## src/rtl/seg7_scan_decoder_if.sv

```systemverilog
// Bus bundle for the seven-segment scan decoder: the scanned display lines
// coming in and the decoded word/status going out.
interface seg7_scan_decoder_if #(
    parameter int DIGITS = 4
);
    logic [6:0]          seg_i;
    logic [DIGITS-1:0]   dig_sel_i;
    logic [4*DIGITS-1:0] value_o;
    logic                valid_o;
    logic                err_o;
    logic [DIGITS-1:0]   cap_mask_o;

    modport master (
        output seg_i,
        output dig_sel_i,
        input  value_o,
        input  valid_o,
        input  err_o,
        input  cap_mask_o
    );

    modport slave (
        input  seg_i,
        input  dig_sel_i,
        output value_o,
        output valid_o,
        output err_o,
        output cap_mask_o
    );
endinterface

```

## src/rtl/seg7_scan_decoder.sv

```systemverilog
// Recovers the binary digit word from a scanned seven-segment bus. A pattern is
// accepted once per dwell after it holds stable; a full set of digits publishes a word.
module seg7_scan_decoder #(
    parameter int DIGITS        = 4,
    parameter int STABLE_CYCLES = 4
) (
    input  logic                 clk,
    input  logic                 rst,
    seg7_scan_decoder_if.slave   bus
);

    localparam int                CW       = $clog2(STABLE_CYCLES + 1);
    localparam logic [CW-1:0]     CNT_MAX  = CW'(STABLE_CYCLES);
    localparam logic [DIGITS-1:0] ALL_DIGS = '1;

    // Returns {legal, value}; a blank display is a legal zero.
    function automatic logic [4:0] decode_seg(input logic [6:0] seg);
        logic [4:0] res;
        case (seg)
            7'h3F:   res = 5'h10;
            7'h06:   res = 5'h11;
            7'h5B:   res = 5'h12;
            7'h4F:   res = 5'h13;
            7'h66:   res = 5'h14;
            7'h6D:   res = 5'h15;
            7'h7D:   res = 5'h16;
            7'h07:   res = 5'h17;
            7'h7F:   res = 5'h18;
            7'h6F:   res = 5'h19;
            7'h00:   res = 5'h10;
            default: res = 5'h00;
        endcase
        return res;
    endfunction

    logic [6:0]          prev_seg_q,   prev_seg_d;
    logic [DIGITS-1:0]   prev_sel_q,   prev_sel_d;
    logic [CW-1:0]       cnt_q,        cnt_d;
    logic                acc_q,        acc_d;
    logic [4*DIGITS-1:0] shadow_q,     shadow_d;
    logic [DIGITS-1:0]   cap_mask_q,   cap_mask_d;
    logic [4*DIGITS-1:0] value_q,      value_d;
    logic                valid_q,      valid_d;
    logic                err_q,        err_d;

    logic                sel_onehot;
    logic                pair_same;
    logic [4:0]          decoded;
    logic [DIGITS-1:0]   mask_next;

    // Stability filter: the accept is registered so the accepted pair is the
    // one still held in prev_*_q during the cycle acc_q is high.
    always_comb begin
        sel_onehot = $onehot(bus.dig_sel_i);
        pair_same  = (bus.seg_i == prev_seg_q) && (bus.dig_sel_i == prev_sel_q);
        prev_seg_d = bus.seg_i;
        prev_sel_d = bus.dig_sel_i;

        cnt_d = '0;
        if (sel_onehot && pair_same) begin
            cnt_d = (cnt_q == CNT_MAX) ? CNT_MAX : cnt_q + CW'(1);
        end else if (sel_onehot) begin
            cnt_d = CW'(1);
        end

        acc_d = (cnt_d == CNT_MAX) && (cnt_q != CNT_MAX);
    end

    // Frame assembly on a registered accept.
    always_comb begin
        decoded    = decode_seg(prev_seg_q);
        mask_next  = cap_mask_q | prev_sel_q;
        shadow_d   = shadow_q;
        cap_mask_d = cap_mask_q;
        value_d    = value_q;
        valid_d    = 1'b0;
        err_d      = 1'b0;

        if (acc_q) begin
            if (decoded[4]) begin
                for (int k = 0; k < DIGITS; k++) begin
                    if (prev_sel_q[k]) begin
                        shadow_d[4*k +: 4] = decoded[3:0];
                    end
                end
                if (mask_next == ALL_DIGS) begin
                    value_d    = shadow_d;
                    valid_d    = 1'b1;
                    cap_mask_d = '0;
                end else begin
                    cap_mask_d = mask_next;
                end
            end else begin
                err_d      = 1'b1;
                cap_mask_d = '0;
            end
        end
    end

    always_ff @(posedge clk) begin
        if (rst) begin
            prev_seg_q <= '0;
            prev_sel_q <= '0;
            cnt_q      <= '0;
            acc_q      <= 1'b0;
            shadow_q   <= '0;
            cap_mask_q <= '0;
            value_q    <= '0;
            valid_q    <= 1'b0;
            err_q      <= 1'b0;
        end else begin
            prev_seg_q <= prev_seg_d;
            prev_sel_q <= prev_sel_d;
            cnt_q      <= cnt_d;
            acc_q      <= acc_d;
            shadow_q   <= shadow_d;
            cap_mask_q <= cap_mask_d;
            value_q    <= value_d;
            valid_q    <= valid_d;
            err_q      <= err_d;
        end
    end

    assign bus.value_o    = value_q;
    assign bus.valid_o    = valid_q;
    assign bus.err_o      = err_q;
    assign bus.cap_mask_o = cap_mask_q;

endmodule

```

## src/flat_wrapper.sv

```systemverilog
// flat-port wrapper written by rule: the top's interface ports become plain ports
module seg7_scan_decoder_flat 
#(
    parameter int DIGITS        = 4,
    parameter int STABLE_CYCLES = 4
)
  (clk, rst, bus_seg_i, bus_dig_sel_i, bus_value_o, bus_valid_o, bus_err_o, bus_cap_mask_o);
  seg7_scan_decoder_if #(.DIGITS(DIGITS)) bus_i ();
  input  logic clk;
  input  logic rst;
  input wire logic [$bits(bus_i.seg_i)-1:0] bus_seg_i;
  input wire logic [$bits(bus_i.dig_sel_i)-1:0] bus_dig_sel_i;
  output wire logic [$bits(bus_i.value_o)-1:0] bus_value_o;
  output wire logic [$bits(bus_i.valid_o)-1:0] bus_valid_o;
  output wire logic [$bits(bus_i.err_o)-1:0] bus_err_o;
  output wire logic [$bits(bus_i.cap_mask_o)-1:0] bus_cap_mask_o;
  assign bus_i.seg_i = bus_seg_i;
  assign bus_i.dig_sel_i = bus_dig_sel_i;
  assign bus_value_o = bus_i.value_o;
  assign bus_valid_o = bus_i.valid_o;
  assign bus_err_o = bus_i.err_o;
  assign bus_cap_mask_o = bus_i.cap_mask_o;
  seg7_scan_decoder #(.DIGITS(DIGITS), .STABLE_CYCLES(STABLE_CYCLES)) u_core (.clk(clk), .rst(rst), .bus(bus_i));
endmodule
```

## config.mk

```make
export PLATFORM = sky130hd
export DESIGN_NAME = seg7_scan_decoder_flat
export DESIGN_NICKNAME = d
export VERILOG_FILES = /design/src/rtl/seg7_scan_decoder_if.sv /design/src/rtl/seg7_scan_decoder.sv /design/src/flat_wrapper.sv
export SDC_FILE = /design/constraint.sdc
export NUM_CORES = 1
export LEC_CHECK = 0
export CAP_MARGIN = 10
export CORE_UTILIZATION = 25
export CTS_CLUSTER_DIAMETER = 60
export DETAILED_ROUTE_END_ITERATION = 10
export PLACE_DENSITY = 0.39
export SLEW_MARGIN = 15
export SYNTH_ARGS = -nofsm -noshare
export SYNTH_HDL_FRONTEND = slang
export SYNTH_SLANG_ARGS = --single-unit
```

## constraint.sdc

```tcl
create_clock -name clk -period 3.25 [get_ports clk]
set_input_delay 0.975 -clock clk [delete_from_list [all_inputs] [get_ports clk]]
set_output_delay 0.975 -clock clk [all_outputs]
set_load 0.1 [all_outputs]
```

Word-level counts from Yosys, hierarchy flattened
Cells that the tools add are included.

word-level totals
  bits in registers = 53
  input port bits = 13
  output and inout port bits = 22
  word-level logic and storage cells = 54

cells by class
  $add $sub $neg = 4
  equal/unequal tests = 17
  multiplexer cells = 12
  bitwise operators = 3
  reductions and logical operators = 9

operator list
  operator                                                               count
  5-bit one-hot mux with 10 select lines                                 1
  7-bit equality test, second input constant                             7
  4-bit two-way mux                                                      6
  7-bit by 3-bit equality test with 1-bit output, second input constant  2
  7-bit by 6-bit equality test with 1-bit output, second input constant  1
  7-bit equality test                                                    1
  7-bit zero test                                                        1
  3-bit equality test, second input constant                             2
  3-bit two-way mux                                                      2
  1-bit by 1-bit adder with 2-bit output                                 2
  4-bit equality test                                                    1
  4-bit equality test, second input constant                             1
  4-bit OR                                                               1
  2-bit OR reduction                                                     2
  3-bit by 1-bit adder with 3-bit output, second input constant          1
  3-bit adder                                                            1
  3-bit by 1-bit equality test with 1-bit output, second input constant  1
  1-bit logical AND                                                      3
  1-bit two-way mux                                                      3
  3-bit inequality test, second input constant                           1
  3-bit AND reduction                                                    1
  3-bit OR reduction                                                     1
  1-bit inverter                                                         2
  2-bit AND reduction                                                    1

Depth between registers and ports, before layout
  depth after elaboration = 7
  gate-level depth with buffers = 8
  gate-level depth less buffers = 6

Worst setup path before layout
No wires, ideal clock.

  path kind = input to register
  start = input bus_dig_sel_i[2]
  end = register u_core.acc_q
  arrival = 2654 ps
  required time = 3158 ps
  slack = 504 ps
  stages = 6
  buffers on the path = 0
  cell sequence = ha_1 ha_1 fa_1 nor4b_1 nand4_1 nor4_1

on the way
  longest elaborated chain between the ends = 7
  elaborated cells between the ends (all ways) = 10
  those cells by class = add/sub (2); eq/ne (3); mux (2); reduce/logical (3)

RTL lines
  what                                                           line                                              text
  start: declaration                                             flat_wrapper.sv:12                                input wire logic [$bits(bus_i.dig_sel_i)-1:0] bus_dig_sel_i;
  1-bit by 1-bit adder with 2-bit output (not written as such)   seg7_scan_decoder.sv:54                           sel_onehot = $onehot(bus.dig_sel_i);
  3-bit adder (not written as such)                              seg7_scan_decoder.sv:54
  3-bit by 1-bit equality test with 1-bit output                 seg7_scan_decoder.sv:54
  1-bit two-way mux / 1-bit logical AND (equally long branches)  seg7_scan_decoder.sv:62, seg7_scan_decoder.sv:60
  3-bit two-way mux (*)                                          seg7_scan_decoder.sv:60                           if (sel_onehot && pair_same) begin
  3-bit equality test (*)                                        seg7_scan_decoder.sv:66                           acc_d = (cnt_d == CNT_MAX) && (cnt_q != CNT_MAX);
  1-bit logical AND (*)                                          seg7_scan_decoder.sv:66
  end signal: assignment                                         seg7_scan_decoder.sv:105                          acc_q <= 1'b0;
  end signal: assignment                                         seg7_scan_decoder.sv:115                          acc_q <= acc_d;
  end: declaration                                               seg7_scan_decoder.sv:39                           logic acc_q, acc_d;

Mark *: on every way between the ends. The rest lies on a longest branch, timed or not.
A chain may end at the register's enable or synchronous reset.

Final worst setup path
Same ends and word-level chain as after synthesis.

==> results.md <==
* Post-synth design cell area at approximately 2700 µm²
* Slew at the pin with the worst max-slew slack at around 0.9 ns
* Antenna Nets Post-Route at 0
* Pre-CTS setup slack at -0.1786 ns
* Req. time, crit path at between 3 and 4 ns
* Clock Sinks at 53
* Final setup vio count at 0
* WS Path Type: in2reg
* Clock Pin Slew Worst Setup and Hold Paths at roughly 0.11 ns
* Status: finished clean
* Max-slew violations at 0
* Min-delay worst type: reg2reg
* Syn Area/Cell at around 8.6 µm²
* Port bufs at 34
* Logic gate share of total power at 0.100
* Ports at 35
* Sequential Power Share at 0.572
* First-pass GRT wire length at roughly 12 mm
* Proportion of layout cells with a drive suffix above 1 at 0.1345
* Clock power share at 0.328
* RSZ-0062 raised after global routing: false
* DR WL/cell at between 15 and 20 µm
* Post-synthesis register bit count at between 50 and 60
* Synth area leaders: dfxtp_1, mux2i_1, xor2_1, nand2_1, a21oi_1
* Post-CTS Repair Setup Buffers at 0
* GRT Util Overall at 0.1420
* Leakage at 1.195 nW
* Grt total ovfl at 0
* Register area share after synthesis at 0.3985
* Via count of the first global-routing pass at ~2300
* Die height at 105.2 µm
* Initial antenna violation count at 0
* Fin worst setup slack at between 0.2 and 0.3 ns
* Tcrit/Tclk final at 0.9170
* Netlist cell types at between 50 and 60
* H-Tree Level Count at 2
* Max Fclk at around 340 MHz
* Max Clock Skew at about 0.015 ns
* Setup tns final at 0 ns
* Ys Warns at 0
* Antenna diodes at 0
* Routed wire length at between 7 and 8 mm
* Switching Share at 0.2698
* Core area at approximately 10000 µm²
* Power density over the cells at between 300 and 400 nW/µm²
* Detailed Place HPWL at about 5.4 mm
* Syn_nets at roughly 330
* Largest area contributor in the netlist: dfxtp_1
* Routed vias/inst at approximately 4.8
* CTS-repair resized insts at 0
* NumNets Final at 360
* Slew HR at 0.3999
* Yosys top cell area share at 0.3985
* Peak supply drop at ~170 µV
* CP Launch Type: input port
* First-pass iteration count of the detailed router at 4
* Commonest cells after routing, fill and taps aside: dfxtp_1, buf_4, nand2_1, nor2_1, a21oi_1
* Max_cap viols at 0
* Initial core utilization at 0.2579
* Most common cell after layout, fill and taps aside: dfxtp_1
* Fin. Hold Viols at 0
* Routability Congestion at between 0.7 and 0.8
* Die Wd at 105.2 µm
* Die area at around 11000 µm²
* Clock Latency Late Sink at a little over 0.3 ns
* Sw Pwr at between 0.3 and 0.4 mW
* CP Max Fanout at 3
* CP endpoint kind: flop
* DRC at 0
* Post-synthesis cell count at 308
* Cts bufs inserted at 5
* Minimum clock period at a little under 3 ns
* Vias after detailed routing at approximately 2300
* Largest net degree at the start of global routing at 31
* CTS tree: done
* Drt initial violations at 90
* CTS root buffer: clkbuf_8
* Internal Power at 0.8655 mW
* Fin util at 0.3094
* Num rows at 37
* Area Growth Syn to Fin at 19.97%
* Worst EP arrival at between 3 and 4 ns
* CTS max path bufs at 2
* # hold bufs at CTS at 0
* Total power draw at ~1.2 mW
==> power groups by stage <==
stage          sequential [mW]  clock (mW)  combinational (mW)
2_1_floorplan            0.679           0              0.0842
3_3_place_gp             0.693           0               0.117
3_5_place_dp             0.693           0               0.117
4_1_cts                  0.678       0.408               0.118
5_1_grt                  0.681       0.430               0.132
6_report                 0.678       0.389               0.118
==> stage by stage <==
step                      std cells  hold WS [ns]  area [µm²]
after floorplan                 308        0.4351        2663
after global placement          470        0.4494        3102
after detailed placement        470        0.4539        3102
after CTS                       478        0.4699        3188
after global routing            478        0.4844        3194
final                           478        0.4659        3194
==> synthesized netlist by cell type, drive strengths merged <==
library cell,instances
nor4,7
buf,6
o2111ai,2
or4bb,1
and2b,1
and3b,2
o31ai,4
nor4b,2
nand2,27
a2bb2o,1
a21oi,20
or3,2
a31oi,3
nand3b,1
a21o,2
fa,1
nand3,11
xor2,12
nor3,14
a32oi,1
nand4,6
a221oi,3
clkbuf,11
o211ai,10
nor2,25
ha,5
and2,6
nand4b,1
and3,1
o32ai,2
inv,12
o41ai,1
dfxtp,53
a211o,3
mux2i,13
o21ai,15
o21a,1
and4,1
nor2b,12
or4,1
or4b,1
o221a,1
nand2b,4
==> worst max-delay path: stages <==
cell and delay [ns]:
clkdlybuf4s50_1 0.42, ha_1 0.31, ha_1 0.21, fa_1 0.47, nor4b_2 0.32, nand4_1 0.19, nor4_1 0.30
==> registers in the layout (all words and copies together) (netlist names) <==
register               flops
u_core.prev_sel_q          4
u_core.bus.valid_o         1
u_core.bus.value_o        16
u_core.prev_seg_q          7
u_core.cnt_q               3
u_core.bus.cap_mask_o      4
u_core.shadow_q           16
u_core.acc_q               1
u_core.bus.err_o           1
==> worst paths after layout <==
path / startpoint / endpoint / slack [ns] / cells past startpoint
max: bus_dig_sel_i[2] / u_core.acc_q / 0.27 / 7
min: u_core.shadow_q[14] / u_core.shadow_q[14] / 0.47 / 2
max reg2reg: u_core.prev_seg_q[6] / u_core.bus.value_o[13] / 1.04 / 5
min reg2reg: u_core.shadow_q[14] / u_core.shadow_q[14] / 0.47 / 2
==> layer usage <==
layer / track usage / share of wire / wire length [µm] / vias up
met5: 0 / 0 / 0 / -
met4: 0.04728 / 0.020 / 150 / 0
met3: 0.01809 / 0.021 / 159 / 9
met2: 0.2312 / 0.46 / 3443 / 32
met1: 0.1927 / 0.49 / 3671 / 1104
li1: - / - / - / 1169
==> final cells by class <==
class	instances	area, µm²
clock buffer	6	72.57
clock inverter	2	13.76
fill	1127	7129
inverter	12	45.04
multi-input combinational	226	1479
sequential	53	1061
tap	136	170.2
timing repair buffer	43	352.8
==> kinds of logic (layout without fill, tap and decap cells) <==
logic type	after synthesis	in the layout	synth area share
flip-flops	53	53	0.3985
AO/OA/AOI/OAI	69	69	0.1762
adder cells (fa/ha/maj)	6	6	0.03102
multiplexers	13	13	0.04887
AND/OR/NAND/NOR	126	126	0.2575
XOR/XNOR	12	12	0.03947
buffers and inverters	29	63	0.04840
Note: power is estimated with default switching activity, not from simulation.
